File: src/rtl/alu_arbiter.sv
// Round-robin arbiter/sequencer sharing one combinational ALU between two requesters.
// Define ALU_ARB_CC_EN to build the ZF/SF/OF condition-code registers.
module alu_arbiter #(
  parameter int unsigned W = 64
) (
  input  logic         clk,
  input  logic         rst_n,
  input  logic         req0_valid,
  output logic         req0_ready,
  input  logic [1:0]   req0_op,
  input  logic [W-1:0] req0_a,
  input  logic [W-1:0] req0_b,
  input  logic         req1_valid,
  output logic         req1_ready,
  input  logic [1:0]   req1_op,
  input  logic [W-1:0] req1_a,
  input  logic [W-1:0] req1_b,
  output logic [1:0]   alu_ctrl,
  output logic [W-1:0] alu_a,
  output logic [W-1:0] alu_b,
  input  logic [W-1:0] alu_ans,
  input  logic         alu_ovf,
  output logic         rsp_valid,
  input  logic         rsp_ready,
  output logic         rsp_id,
  output logic [W-1:0] rsp_data,
  output logic         rsp_ovf,
  output logic         cc_zf,
  output logic         cc_sf,
  output logic         cc_of
);

  typedef enum logic [1:0] {StIdle, StExec, StResp} state_e;

  state_e state_q, state_d;
  logic   rr_q, rr_d;
  logic   gnt0, gnt1;
  logic   accept;

  // rr names the requester that wins when both are valid.
  always_comb begin
    gnt0 = req0_valid & (~req1_valid | ~rr_q);
    gnt1 = req1_valid & (~req0_valid | rr_q);
  end

  assign req0_ready = (state_q == StIdle) & gnt0;
  assign req1_ready = (state_q == StIdle) & gnt1;
  assign accept     = req0_ready | req1_ready;
  assign rsp_valid  = (state_q == StResp);

  always_comb begin
    state_d = state_q;
    rr_d    = rr_q;
    unique case (state_q)
      StIdle: begin
        if (accept) begin
          state_d = StExec;
          rr_d    = ~req1_ready;
        end
      end
      StExec:  state_d = StResp;
      StResp:  if (rsp_ready) state_d = StIdle;
      default: state_d = StIdle;
    endcase
  end

  always_ff @(posedge clk or negedge rst_n) begin
    if (!rst_n) begin
      state_q <= StIdle;
      rr_q    <= 1'b0;
    end else begin
      state_q <= state_d;
      rr_q    <= rr_d;
    end
  end

  // ALU operands are held after EXEC until the next accept.
  always_ff @(posedge clk or negedge rst_n) begin
    if (!rst_n) begin
      alu_ctrl <= 2'b00;
      alu_a    <= '0;
      alu_b    <= '0;
      rsp_id   <= 1'b0;
    end else if (accept) begin
      alu_ctrl <= req1_ready ? req1_op : req0_op;
      alu_a    <= req1_ready ? req1_a  : req0_a;
      alu_b    <= req1_ready ? req1_b  : req0_b;
      rsp_id   <= req1_ready;
    end
  end

  always_ff @(posedge clk or negedge rst_n) begin
    if (!rst_n) begin
      rsp_data <= '0;
      rsp_ovf  <= 1'b0;
    end else if (state_q == StExec) begin
      rsp_data <= alu_ans;
      rsp_ovf  <= alu_ovf;
    end
  end

`ifdef ALU_ARB_CC_EN
  logic cc_zf_q, cc_sf_q, cc_of_q;

  always_ff @(posedge clk or negedge rst_n) begin
    if (!rst_n) begin
      cc_zf_q <= 1'b0;
      cc_sf_q <= 1'b0;
      cc_of_q <= 1'b0;
    end else if (state_q == StExec) begin
      cc_zf_q <= (alu_ans == '0);
      cc_sf_q <= alu_ans[W-1];
      cc_of_q <= alu_ovf;
    end
  end

  assign cc_zf = cc_zf_q;
  assign cc_sf = cc_sf_q;
  assign cc_of = cc_of_q;
`else
  assign cc_zf = 1'b0;
  assign cc_sf = 1'b0;
  assign cc_of = 1'b0;
`endif

endmodule

File: config.mk
export PLATFORM = sky130hd
export DESIGN_NAME = alu_arbiter
export DESIGN_NICKNAME = d
export VERILOG_FILES = /design/src/rtl/alu_arbiter.sv
export SDC_FILE = /design/constraint.sdc
export NUM_CORES = 1
export LEC_CHECK = 0
export BUFFER_PORTS_ARGS = -buffer_cell sky130_fd_sc_hd__buf_4
export CORE_AREA = 2 2 208 210
export DETAILED_ROUTE_END_ITERATION = 8
export DIE_AREA = 0 0 210 212
export GPL_TIMING_DRIVEN = 0
export SLEW_MARGIN = 25
export SYNTH_ARGS = -nofsm -noshare
export SYNTH_HDL_FRONTEND = slang
export SYNTH_SLANG_ARGS = --single-unit
File: constraint.sdc
create_clock -name clk -period 3.4 [get_ports clk]
set_input_delay 0.51 -clock clk [delete_from_list [all_inputs] [get_ports clk]]
set_output_delay 0.51 -clock clk [all_outputs]
set_load 0.01 [all_outputs]
Yosys cells after proc, flatten, opt, wreduce, memory -nomap -nowiden

Index checks and enable logic that the tools add are counted.

Equality and inequality tests: 4
Muxes and demuxes: 6
Bitwise operators: 11
Reduce and logical (&&, ||, !) cells: 3

Operators by type and width:

| cell               | number |
|---|---|
| $mux 64            | 2 |
| $mux 2             | 3 |
| $pmux 2 s3         | 1 |
| $and 1x1->1        | 4 |
| $not 1->1          | 4 |
| $reduce_and 2->1   | 2 |
| $or 1x1->1         | 3 |
| $eq 2x1->1 const B | 1 |
| $eq 2x2->1 const B | 1 |
| $logic_not 2->1    | 1 |
| $ne 2x1->1 const B | 1 |
| $ne 2x2->1 const B | 1 |

Bits in registers: 199
Input bits: 330
Output and inout bits: 202
Word-level logic and storage cells: 32

Longest topological paths before layout

Depth after elaboration: 7
Mapped depth: 7
Depth with buffers taken out: 3

Least setup slack after synthesis

Ideal clock, no wire load.

Path type: in2out
Start point: in req1_valid
End point: out req0_ready
Arrival: 1432 ps
Data required time: 2890 ps
Path slack: 1458 ps
Cell stages on the path: 5
Cell sequence: buf_2 -> clkbuf_1 -> clkbuf_1 -> nand2_1 -> and3_1

Cells in the longest elaborated chain, start to end: 4

Ends and longest elaborated chain:

| what               | line | source |
|---|---|---|
| start: declaration | 13   | `input logic req1_valid,` |
| $not 1->1          | 42   | `gnt0 = req0_valid & (~req1_valid \| ~rr_q);` |
| $or 1x1->1         | 42   |  |
| $and 1x1->1        | 42   |  |
| $and 1x1->1        | 46   | `assign req0_ready = (state_q == StIdle) & gnt0;` |
| end: declaration   | 9    | `output logic req0_ready,` |

Every way passes these cells.

Worst setup path in the final report

Same ends and word-level chain as after synthesis.

==> flow_summary_export.csv <==
group,metric,value,unit
clock_network,insertion_delay,0.47,ns
timing,period_needed,3.07,ns
synthesis,netlist_area,10100,um^2
detailed_routing,dr.pass1.iters,5,
placement,dpl-instance-area,14800,um^2
timing,finalHoldViolations,0,
final_layout,final_core_util,36.2,%
timing,slew_viol_final,0,
floorplan,start_util,23.7,%
detailed_routing,drc_errors,0,
timing,finalClockSkew,0.0109,ns
critical_path,crit_path_cell_trace,"buf_2 > clkbuf_1 > clkbuf_1 > nand2_1 > and3_1 > buf_4",
final_layout,instances_no_fill,2023,
synthesis,ys_seq_elements,199,
pwr,vdd_drop_max,0.000433,V
clock_network,clkTransAtPathRegs,0.07,ns
critical_path,path_buf_inv,4,
critical_path,cp_slowest_cell,"clkbuf_1",
floorplan,die_area,44500,um^2
synthesis,ys_seq_area_share,49.3,%
final_layout,drive_gt1_share,44.9,%
floorplan,die_w,210,um
floorplan,die_h,212,um
synthesis,syn_area_per_cell,11.1,um^2
clock_network,post_cts_resize_count,0,
detailed_routing,routed_wl,42800,um
critical_path,startpoint_type,"input pin",
critical_path,critical_path_class,"input pin to output pin",
placement,routabilityCongestion,0.888,
clock_network,cts_sinks,199,
run_status,outcome,"finished, final reports clean",
timing,fin_tns_setup,0,ns
final_layout,synthToLayoutAreaGrowth,52.3,%
clock_network,post_cts_buffers,0,
synthesis,yosysTopAreaCellShare,49.3,%
detailed_routing,ant_nets,0,
critical_path,critPathLaunch,"req1_valid",
critical_path,crit_path_max_fanout,10,
global_route,grtUsageTotal,18.5,%
floorplan,rows,76,
global_route,gr-total-overflow,0,
pwr,p_leak,7.83,nW
timing,tightest_slew,0.933,ns
synthesis,yosysTopAreaCell,"dfrtp_1",
critical_path,critPathCaptureType,"output pin",
clock_network,numCtsBuffers,17,
pwr,powerDensity,876,nW/um^2
placement,dp_cells,1989,
worst_hold_path,min_path_type,"input pin to flop",
placement,hpwl,32600,um
critical_path,crit_required,2.89,ns
global_route,grt_antenna_before_repair,1,
global_route,grt_pass1_vias,10300,
final_layout,fillers,4309,
timing,fmax,325,MHz
critical_path,cp_common_cell,"clkbuf_1",
timing,grt_setup_unrepaired,"no",
clock_network,htreeDepth,4,
global_route,grt_pass1_wl,61700,um
floorplan,design.core.area,42500,um^2
critical_path,critPathTopFamily,"buffers and inverters",
detailed_routing,avgRoutedWirePerCell,21.1,um
final_layout,design_area,15400,um^2
critical_path,slowest_delay,0.73,ns
final_layout,final_common_cell,"buf_4",
floorplan,io_pins,532,
synthesis,yosysWarnings,0,
detailed_routing,first_iter_violations,639,
critical_path,r2r-start,"state_q[1]",
timing,post-route-period-util,90.4,%
critical_path,arrival,2.56,ns
timing,finalSetupViolations,0,
global_route,grt_max_degree,87,
synthesis,ys_types,22,
clock_network,cts_tree,"yes",
final_layout,most-common-layout-cells,"531 x buf_4, 199 x dfrtp_1, 132 x inv_1",
synthesis,syn_inst,912,
clock_network,clockBufferDepth,2,
final_layout,nets,1793,
placement,io_buffers,527,
clock_network,root_buffer,"clkbuf_16",
detailed_routing,routed_via_density,4.95,
timing,holdWs,0.240,ns
flow_run,maxCapViolCount,0,
worst_hold_path,worstHoldStart,"rsp_ready",
detailed_routing,via_count,10000,
synthesis,synth_area_leaders,"dfrtp_1 49%, a2111oi_0 11%, a211o_1 11%",
timing,slew_headroom,37.8,%
metal layers:
metal	track usage (%)	part of all wire, %
met1	21.8	40
met2	31.0	48
met3	6.22	8.7
met4	7.58	3.1
met5	0	0
sequential cells by signal, indices dropped and copies added, names as in the netlist:
name	cells
rsp_id	1
alu_b	64
alu_a	64
rsp_ovf	1
alu_ctrl	2
rr_q	1
state_q	2
rsp_data	64
area by class of cell:
cell class	count	area (um^2)	share of cell area [%]
sequential	199	4980	32.4
timing repair buffer	530	4030	26.2
buffer	111	549	3.57
clock buffer	21	470	3.06
clock inverter	11	88.8	0.578
antenna	1	2.50	0.0163
tap	546	683	4.44
inverter	132	495	3.22
multi-input combinational	472	4080	26.5
report_power, final:
| part | switching (mW) | leakage [nW] | internal (mW) |
|---|---|---|---|
| Combinational | 3.42 | 5.18 | 3.73 |
| Clock | 1.01 | 0.266 | 1.01 |
| Sequential | 0.716 | 2.39 | 3.58 |
| Total | 5.15 | 7.83 | 8.32 |
cells by family (layout without fill, tap and decap cells):
| logic type | Yosys count | count (layout) | synth area share [%] |
|---|---|---|---|
| other | 1 | 4 | 0.0372 |
| AOI/OAI and AO/OA | 394 | 394 | 32.5 |
| muxes | 65 | 65 | 7.25 |
| and+or+nand+nor | 10 | 10 | 0.546 |
| DFF | 199 | 199 | 49.3 |
| buffers and inverters | 243 | 805 | 10.4 |
worst paths after layout:
path | to | slack (ns) | cells after the start
max reg2reg | alu_a[2] | 1.20 | 6
max in group asynchronous | rsp_data[48] | 2.08 | 3
min in group asynchronous | alu_b[23] | 0.51 | 2
max | req0_ready | 0.33 | 6
min | state_q[1] | 0.24 | 2
min reg2reg | rsp_data[30] | 0.51 | 1
what timing repair did:
item	4_1_cts	5_1_grt
endpoints found under the setup margin	0	0
hold endpoints to repair	33	0
hold buffers	1	0
synthesized netlist by cell type, drive strengths merged:
| cell type | instances |
|---|---|
| o21bai | 1 |
| a31oi | 1 |
| a211o | 130 |
| clkbuf | 73 |
| o21a | 130 |
| a21oi | 1 |
| a2111oi | 130 |
| dfrtp | 199 |
| or2 | 1 |
| buf | 38 |
| mux2 | 65 |
| nand2 | 1 |
| o21ai | 1 |
| and3 | 2 |
| nand2b | 3 |
| nor2 | 3 |
| conb | 1 |
| inv | 132 |
metrics by stage:
step	worst slack (ns)	power [mW]
final	0.326	13.5
after global routing	0.207	14.3
after CTS	0.278	13.6
after detailed placement	0.283	11.5
after global placement	0.196	11.4
after floorplan	1.46	8.04
Note: power is estimated with default switching activity, not from simulation.
